## src/rtl/ttt_pkg.sv

```systemverilog
// Shared tic-tac-toe definitions: cell codes, the winning-line table and the evaluator states.
// Used by the position register, the board evaluator and the game controller.
package ttt_pkg;

  localparam logic [1:0] CELL_EMPTY = 2'b00;
  localparam logic [1:0] CELL_P1    = 2'b01;
  localparam logic [1:0] CELL_P2    = 2'b10;

  localparam int unsigned NUM_LINES = 8;
  localparam int unsigned NUM_CELLS = 9;

  typedef logic [3:0] cell_idx_t;

  typedef struct packed {
    cell_idx_t a;
    cell_idx_t b;
    cell_idx_t c;
  } line_t;

  typedef enum logic [1:0] {
    IDLE,
    SCAN,
    REPORT
  } state_t;

  // Zero-based cell indices (row-major) of each winning line.
  function automatic line_t line_cells(input logic [2:0] idx);
    line_t l;
    case (idx)
      3'd0:    l = '{a: 4'd0, b: 4'd1, c: 4'd2};
      3'd1:    l = '{a: 4'd3, b: 4'd4, c: 4'd5};
      3'd2:    l = '{a: 4'd6, b: 4'd7, c: 4'd8};
      3'd3:    l = '{a: 4'd0, b: 4'd3, c: 4'd6};
      3'd4:    l = '{a: 4'd1, b: 4'd4, c: 4'd7};
      3'd5:    l = '{a: 4'd2, b: 4'd5, c: 4'd8};
      3'd6:    l = '{a: 4'd0, b: 4'd4, c: 4'd8};
      default: l = '{a: 4'd2, b: 4'd4, c: 4'd6};
    endcase
    return l;
  endfunction

endpackage

```

## src/rtl/ttt_line_select.sv

```systemverilog
// Combinational selector: picks the three cells of winning line idx out of the packed board
// snapshot (cell k of the board at bits [2k+1:2k]).
module ttt_line_select
  import ttt_pkg::*;
(
  input  logic [2:0]  idx,
  input  logic [17:0] snapshot,
  output logic [1:0]  cell_a,
  output logic [1:0]  cell_b,
  output logic [1:0]  cell_c
);

  logic [1:0] cells [NUM_CELLS];
  line_t      sel;

  always_comb begin
    for (int unsigned i = 0; i < NUM_CELLS; i++) begin
      cells[i] = snapshot[2*i +: 2];
    end
    sel    = line_cells(idx);
    cell_a = cells[sel.a];
    cell_b = cells[sel.b];
    cell_c = cells[sel.c];
  end

endmodule

```

## src/rtl/board_evaluator.sv

```systemverilog
// Snapshots the board on start, scans the eight winning lines one per clock, then reports
// winner, draw and the set of owned lines with a one-cycle done pulse.
module board_evaluator
  import ttt_pkg::*;
#(
  parameter logic [1:0] P1_CODE    = CELL_P1,
  parameter logic [1:0] P2_CODE    = CELL_P2,
  parameter logic [1:0] EMPTY_CODE = CELL_EMPTY
) (
  input  logic       clk,
  input  logic       reset,
  input  logic       start,
  input  logic [1:0] pos1,
  input  logic [1:0] pos2,
  input  logic [1:0] pos3,
  input  logic [1:0] pos4,
  input  logic [1:0] pos5,
  input  logic [1:0] pos6,
  input  logic [1:0] pos7,
  input  logic [1:0] pos8,
  input  logic [1:0] pos9,
  output logic       busy,
  output logic       done,
  output logic [1:0] winner,
  output logic       draw,
  output logic [7:0] win_lines,
  output logic       game_over
);

  state_t      state;
  logic [2:0]  idx;
  logic [17:0] snapshot;
  logic [1:0]  cell_a, cell_b, cell_c;
  logic        line_match;
  logic        board_full;

  ttt_line_select u_line_select (
    .idx      (idx),
    .snapshot (snapshot),
    .cell_a   (cell_a),
    .cell_b   (cell_b),
    .cell_c   (cell_c)
  );

  always_comb begin
    line_match = (cell_a == cell_b) && (cell_b == cell_c) &&
                 ((cell_a == P1_CODE) || (cell_a == P2_CODE));
  end

  // The invalid code 2'b11 counts as occupied: only EMPTY_CODE keeps the board open.
  always_comb begin
    board_full = 1'b1;
    for (int unsigned i = 0; i < NUM_CELLS; i++) begin
      if (snapshot[2*i +: 2] == EMPTY_CODE) board_full = 1'b0;
    end
  end

  always_ff @(posedge clk or posedge reset) begin
    if (reset) begin
      state     <= IDLE;
      idx       <= '0;
      snapshot  <= '0;
      busy      <= 1'b0;
      done      <= 1'b0;
      winner    <= '0;
      draw      <= 1'b0;
      win_lines <= '0;
      game_over <= 1'b0;
    end else begin
      done <= 1'b0;
      case (state)
        IDLE: begin
          if (start) begin
            snapshot  <= {pos9, pos8, pos7, pos6, pos5, pos4, pos3, pos2, pos1};
            idx       <= '0;
            winner    <= '0;
            draw      <= 1'b0;
            win_lines <= '0;
            game_over <= 1'b0;
            busy      <= 1'b1;
            state     <= SCAN;
          end
        end
        SCAN: begin
          if (line_match) begin
            win_lines[idx] <= 1'b1;
            // Lowest-index match owns the result; later lines never overwrite it.
            if (winner == '0) winner <= cell_a;
          end
          if (idx == 3'd7) begin
            idx   <= '0;
            state <= REPORT;
          end else begin
            idx <= idx + 3'd1;
          end
        end
        REPORT: begin
          draw      <= (winner == '0) && board_full;
          game_over <= (winner != '0) || board_full;
          busy      <= 1'b0;
          done      <= 1'b1;
          state     <= IDLE;
        end
        default: state <= IDLE;
      endcase
    end
  end

endmodule

```

## config.mk

```make
export PLATFORM = sky130hd
export DESIGN_NAME = board_evaluator
export DESIGN_NICKNAME = d
export VERILOG_FILES = /design/src/rtl/ttt_pkg.sv /design/src/rtl/ttt_line_select.sv /design/src/rtl/board_evaluator.sv
export SDC_FILE = /design/constraint.sdc
export NUM_CORES = 1
export LEC_CHECK = 0
export ABC_CLOCK_PERIOD_IN_PS = 3500
export CAP_MARGIN = 25
export CORE_ASPECT_RATIO = 0.6
export CORE_MARGIN = 2
export CORE_UTILIZATION = 30
export DETAILED_ROUTE_END_ITERATION = 10
export GPL_TIMING_DRIVEN = 0
export PLACE_DENSITY_LB_ADDON = 0.15
export SYNTH_ARGS = -nofsm -noshare
export SYNTH_HDL_FRONTEND = slang
export SYNTH_SLANG_ARGS = --single-unit
```

## constraint.sdc

```tcl
create_clock -name clk -period 3.5 [get_ports clk]
set_input_delay 0.7 -clock clk [delete_from_list [all_inputs] [get_ports clk]]
set_output_delay 0.7 -clock clk [all_outputs]
set_load 0.05 [all_outputs]
```

==> results of run 1 <==
## path summary, 6_finish.rpt
check	slack (ns)	start	end	cells after the start
max in group asynchronous	2.02	reset	idx[1]	2
hold / removal	0.46	state[1]	state[0]	1
setup reg to reg	0.17	idx[0]	win_lines[7]	12
setup / recovery	0.17	idx[0]	win_lines[7]	12
min in group asynchronous	0.89	reset	state[0]	2
hold reg to reg	0.46	state[1]	state[0]	1
## routing by layer
metal / GRT usage [%] / wire (microns) / vias up
li1: - / - / 951
met5: 0 / 0 / -
met2: 20.6 / 2280 / 47
met1: 28.2 / 3610 / 900
met3: 3.65 / 275 / 4
met4: 2.81 / 28 / 0
## cell usage in the layout (no fill, tap or decap), types with 3 or more instances in the layout
| cell | instances |
|---|---|
| dfrtp_1 | 36 |
| clkdlybuf4s50_1 | 34 |
| inv_1 | 9 |
| nor3_1 | 3 |
| clkbuf_16 | 5 |
| ha_1 | 4 |
| nand3_1 | 4 |
| mux2_2 | 3 |
| o21ai_0 | 14 |
| clkbuf_1 | 5 |
| mux2i_1 | 11 |
| nor3b_1 | 3 |
| o22ai_1 | 4 |
| nand4_1 | 3 |
| a21oi_1 | 8 |
| nor2_1 | 16 |
| nand2_1 | 72 |
| mux4_1 | 4 |
## layout make-up
class | instances | area (sq um) | area share [%]
clock inverter | 3 | 65.1 | 2.25
tap | 91 | 114 | 3.95
inverter | 11 | 41.3 | 1.43
buffer | 9 | 40.0 | 1.39
sequential | 37 | 927 | 32.1
multi-input combinational | 188 | 1220 | 42.5
clock buffer | 5 | 125 | 4.34
timing repair buffer | 35 | 348 | 12.1
## where the power goes
part	internal, mW	total, mW	switching [mW]
combinational	0.711	1.77	1.06
sequential	0.608	0.808	0.200
clock	0.407	0.587	0.180
## repair_timing
action	CTS	global route
pin swaps	0	1
setup endpoints to repair	1	9
setup buffers	0	1
resized for setup	1	6
## worst reg2reg max path, delay by kind of cell (launching register included)
family | cells | cell delay [ns]
AND/OR/NAND/NOR | 3 | 1.02
AO/OA/AOI/OAI | 4 | 0.54
multiplexers | 1 | 0.61
buffers and inverters | 3 | 0.48
adder cells (fa/ha/maj) | 1 | 0.21
flip-flops | 1 | 0.40
## sequential cells by signal, indices dropped and copies added (netlist names)
register	cells
busy	1
done	1
draw	1
game_over	1
idx	3
snapshot	18
state	2
win_lines	8
winner	2
## kinds of logic (layout without fill, tap and decap cells)
kind of cell / Yosys count / after routing
compound gates: 48 / 48
fa+ha+maj: 6 / 6
buf+inv: 20 / 63
flops: 37 / 37
mux: 19 / 19
simple gates: 115 / 115
==> run summary, run 1 <==
Outcome -> complete, no violations
Chip Height -> 70.4 microns
Vias -> 1902
CP endpoint kind -> flip-flop
Syn Area/Cell -> 9.01 sq um
Total GRT Usage -> 16.5%
Final TNS setup -> 0 ns
DP Cell Count -> 370
Leading area contributor after synthesis -> dfrtp_1
Yosys warns -> 0
I/O Buffers -> 34
Routed Antenna Nets -> 0
Slew @ Worst Pin -> 0.826 ns
Die footprint -> 8080 sq um
Critical path buffer and inverter count -> 3
Leakage -> 1.28 nW
Slew margin rel. -> 44.9%
# IOs -> 35
Chip width -> 115 microns
Synth top area share -> 42.0%
Non-filler cells in the finished layout -> 379
Core footprint -> 7210 sq um
DP Area -> 2660 sq um
Clk_skew -> 0.00275 ns
Cells along the critical path -> inv_1 -> ha_1 -> buf_2 -> or4_4 -> o21ai_4 -> mux4_1 -> and3b_1 -> o21ai_1 -> nor3_4 -> buf_4 -> o2111ai_1 -> a21oi_1
Final core occ -> 40.0%
1st-pass router iterations -> 4
Reg clk slew, reported paths -> 0.06 ns
Hold Buf Count CTS -> 0
Post-synthesis cell count -> 245
Setup WS post-layout -> 0.170 ns
Post-Synth Adder-Cell Area -> 3.40%
Main combinational cell family by area after synthesis -> simple AND/OR/NAND/NOR gates
Area delta synth->final -> 30.7%
Vias in the first global route -> 1861
Post-detailed-route via-to-cell ratio -> 5.02
Crit share post-route -> 95.1%
CTS sink count -> 37
Pre-CTS WS -> 0.123 ns
Post-DR wirelength/cell -> 16.3 microns
Overall Power -> 3.16 mW
Diodes inserted -> 0
Clock tree buffer depth -> 2
Mux cell area share after synthesis -> 12.3%
Hold WS -> 0.456 ns
Top-count cell post-synth -> nand2_1
Post-synth top cells -> 72 x nand2_1, 37 x dfrtp_1, 16 x nor2_1
Placed wire-length estimate -> 4490 microns
Startpoint types -> flip-flop
Post-synthesis sequential area ratio -> 42.0%
CP Data Required Time -> 3.70 ns
PwrDens -> 1100 nW/um^2
Later-pin clock latency in the skew report -> 0.28 ns
Setup Viol. Count Final -> 0
CTS tree -> done
Post-synthesis share of cell area spent on xor and xnor gates -> 0%
Peak supply drop -> 0.357 mV
RD Place Congestion -> 0.857
Compound-Gate Fraction of Synth Area -> 14.9%
Largest net degree at the start of global routing -> 38
DR iter-0 viols -> 104
TritonCTS Buffers -> 5
Clock root cell -> clkbuf_16
Register bit count reported by yosys -> 37
Synth area leaders -> dfrtp_1 42%, nand2_1 12%, mux2i_1 5.0%, mux4_1 4.8%, ha_1 3.4%
Fin crit period -> 3.33 ns
Post-synth top flop -> dfrtp_1
Final instance area -> 2890 sq um
Nets -> 314
Max Fclk -> 0.300 GHz
Worst Path Arrival -> 3.53 ns
Crit path largest cell delay -> 0.60 ns
Standard-cell rows -> 24
Share of layout cells above drive strength 1 -> 10.8%
Post-synthesis instance area -> 2210 sq um
Max-slew violation count -> 0
CP Max Fanout -> 10
Cell variety after synth -> 51
# DRC -> 0
Max_cap viols -> 0
Asr flop ratio synth -> 100%
Syn_nets -> 272
Fill cell count -> 743
Htree depth -> 2
Number of synthesized flops with an enable pin -> 0
Setup CP Type -> flip-flop to flip-flop
First-pass GRT wire length -> 10200 microns
Routed WL -> 6190 microns
Initial Util -> 30.6%
Worst Hold Class -> flip-flop to flip-flop
Slowest-stage cell, CP -> mux4_1
Final Hold Fails -> 0
Initial antenna violation count -> 0
Grt ovf -> 0
Crit path max-delay family -> simple AND/OR/NAND/NOR gates
Simple-Gate Fraction of Synth Area -> 23.8%
Power figures use the tool's default switching activity.
==> run 2: changes to the inputs <==
--- a/config.mk
+++ b/config.mk
@@ -5,7 +5,7 @@
 export SDC_FILE = /design/constraint.sdc
 export NUM_CORES = 1
 export LEC_CHECK = 0
-export ABC_CLOCK_PERIOD_IN_PS = 3500
+export ABC_CLOCK_PERIOD_IN_PS = 3900
 export CAP_MARGIN = 25
 export CORE_ASPECT_RATIO = 0.6
 export CORE_MARGIN = 2
@@ -15,4 +15,5 @@
 export PLACE_DENSITY_LB_ADDON = 0.15
 export SYNTH_ARGS = -nofsm -noshare
 export SYNTH_HDL_FRONTEND = slang
+export SYNTH_HIERARCHICAL = 1
 export SYNTH_SLANG_ARGS = --single-unit
==> constraint.sdc (replaced) <==
create_clock -name clk -period 3.9 [get_ports clk]
set_input_delay 0.78 -clock clk [delete_from_list [all_inputs] [get_ports clk]]
set_output_delay 0.78 -clock clk [all_outputs]
set_load 0.05 [all_outputs]
==> run summary, run 2 <==
Outcome -> complete, no violations
Routed WL -> 5750 microns
Number of synthesized flops with an enable pin -> 0
Peak supply drop -> 0.298 mV
Syn Area/Cell -> 9.18 sq um
Reg2reg setup slack -> 0.43 ns
Placed wire-length estimate -> 4210 microns
RR Startpoint -> idx[1]
Area occupied by multi-input gates -> 1150 sq um
Total GRT Usage -> 15.5%
Fill cell count -> 728
Post-synth top cells -> 75 x nand2_1, 37 x dfrtp_1, 11 x inv_1
Final Hold Fails -> 0
Met1 wire length -> 3240 microns
Most common cell after layout, fill and taps aside -> nand2_1
Area delta synth->final -> 27.5%
Largest regs -> snapshot (18), win_lines (8), idx (3)
Fin crit period -> 3.47 ns
Cells along the critical path -> inv_1 -> ha_1 -> buf_2 -> o41ai_2 -> mux2_1 -> mux4_2 -> and4bb_2 -> a22oi_2 -> a211oi_1
Standard-cell rows -> 24
Largest net degree at the start of global routing -> 38
Worst Path Arrival -> 3.60 ns
R2R depth -> 9
Setup Viol. Count Final -> 0
Register area -> 926 sq um
RD Place Congestion -> 0.820
Yosys warns -> 6
Hold Crit Depth -> 2
Leading area contributor after synthesis -> dfrtp_1
Post-detailed-route via-to-cell ratio -> 5.01
Final instance area -> 2810 sq um
Grt ovf -> 0
Clk_skew -> 0.00395 ns
Max_cap viols -> 0
Pre-CTS WS -> 0.456 ns
Slew margin rel. -> 47.7%
Setup WS post-layout -> 0.433 ns
CTS sink count -> 37
Reg2reg end -> winner[1]
Chip Height -> 70.4 microns
Crit path largest cell delay -> 0.56 ns
Slew @ Worst Pin -> 0.783 ns
Diodes inserted -> 0
Setup Buffers After CTS -> 0
Post-synthesis cell count -> 240
CP Max Fanout -> 10
Post-synthesis sequential area ratio -> 42.0%
Syn_nets -> 267
DP Area -> 2660 sq um
Htree depth -> 2
Later-pin clock latency in the skew report -> 0.28 ns
Synth area leaders -> dfrtp_1 42%, nand2_1 13%, mux4_2 4.1%, a211oi_1 3.4%, ha_1 3.4%
Final TNS setup -> 0 ns
Nets -> 308
Leakage -> 1.26 nW
Vias -> 1867
Worst Hold Endpoint -> win_lines[6]
Hold path start -> win_lines[6]
Initial Util -> 30.7%
Commonest non-fill, non-tap cells in the layout -> 75 x nand2_1, 37 x dfrtp_1, 34 x clkdlybuf4s50_1
Biggest register -> snapshot
RSZ-0062 raised after global routing -> false
Asr flop ratio synth -> 100%
Register bit count reported by yosys -> 37
Die footprint -> 8070 sq um
Max Fclk -> 0.288 GHz
Routed Antenna Nets -> 0
Synth top area share -> 42.0%
First-pass GRT wire length -> 9780 microns
Initial antenna violation count -> 0
Cell variety after synth -> 47
Uppermost routed layer -> met4
Vias in the first global route -> 1816
Chip width -> 115 microns
Post-synth top flop -> dfrtp_1
Startpoint types -> flip-flop
Clock root cell -> clkbuf_16
CP Data Required Time -> 4.03 ns
Setup CP Type -> flip-flop to flip-flop
Reg clk slew, reported paths -> 0.06 ns
Slowest-stage cell, CP -> dfrtp_1
Worst Hold Class -> flip-flop to flip-flop
CTS tree -> done
I/O Buffers -> 34
Clock tree buffer depth -> 2
CP endpoint kind -> flip-flop
Top-count cell post-synth -> nand2_1
Post-synthesis instance area -> 2200 sq um
Core footprint -> 7180 sq um
# IOs -> 35
1st-pass router iterations -> 4
TritonCTS Buffers -> 5
Hold WS -> 0.476 ns
Share of layout cells above drive strength 1 -> 12.1%
WL met3 -> 254 microns
Hold Buf Count CTS -> 0
Crit share post-route -> 88.9%
Post-DR wirelength/cell -> 15.4 microns
# DRC -> 0
Max-slew violation count -> 0
Largest register FFs -> 18
Met2 routed WL -> 2220 microns
DR iter-0 viols -> 106
Post_cts resized -> 0
PwrDens -> 916 nW/um^2
-- run 2: cell types whose count changed after synthesis, sizes merged, moves of 4 or more --
cell | previous run | this run
a211oi | 2 | 10
a21oi | 8 | 2
buf | 4 | 12
mux2i | 12 | 3
nand2b | 0 | 4
nor2 | 17 | 6
nor2b | 0 | 4
o21ai | 17 | 10
o31ai | 0 | 5
-- run 2: area by class of cell --
class,instances,area share [%]
repair buffers,34,12.1
plain buffers,14,3.16
flip-flops and latches,37,32.9
well taps,91,4.05
inverters,11,1.47
multi-input cells,178,40.8
clock inverters,2,0.490
clock buffers,6,4.94
-- run 2: report_power, final --
part | internal [mW] | switching, mW | total [mW]
combinational | 0.613 | 0.822 | 1.44
sequential | 0.534 | 0.192 | 0.726
clock | 0.254 | 0.159 | 0.414
total | 1.40 | 1.17 | 2.58
-- run 2: per-layer routing --
metal / track usage (%) / vias to the layer above
li1: - / 926
met1: 25.5 / 903
met2: 20.2 / 33
met3: 3.30 / 5
met4: 3.12 / 0
met5: 0 / -
-- run 2: cells by family after synthesis --
group | count (synthesis) | synth area share (%)
AND/OR/NAND/NOR | 110 | 23.2
AO/OA/AOI/OAI | 52 | 17.9
buffers and inverters | 25 | 5.91
multiplexers | 10 | 7.55
adder cells (fa/ha/maj) | 6 | 3.41
flip-flops | 37 | 42.0
-- run 2: how the worst max path moves through the flow --
stage | slack (ns) | endpoint | startpoint | cells after the start
3_3_place_gp | 0.46 | winner[1] | idx[1] | 9
4_1_cts | 0.44 | winner[0] | idx[1] | 9
3_5_place_dp | 0.46 | winner[0] | idx[1] | 9
2_1_floorplan | 0.99 | winner[0] | idx[1] | 9
6_report | 0.43 | winner[1] | idx[1] | 9
5_1_grt | 0.28 | winner[1] | idx[1] | 9
-- run 2: critical path, delay by kind of cell, from the launching register on --
family / cells / cell delay [ns]
muxes: 2 / 0.84
AOI/OAI and AO/OA: 3 / 1.19
buffers and inverters: 2 / 0.29
DFF: 1 / 0.56
adders and majority gates: 1 / 0.19
and+or+nand+nor: 1 / 0.24
-- run 2: metrics by stage --
stage | utilization, % | instances | power, mW
CTS | 39.2 | 373 | 2.58
global route | 39.2 | 373 | 2.79
floorplan | - | 240 | 1.76
detailed placement | 37.0 | 365 | 2.15
global placement | 37.0 | 365 | 2.15
finish | 39.2 | 373 | 2.58
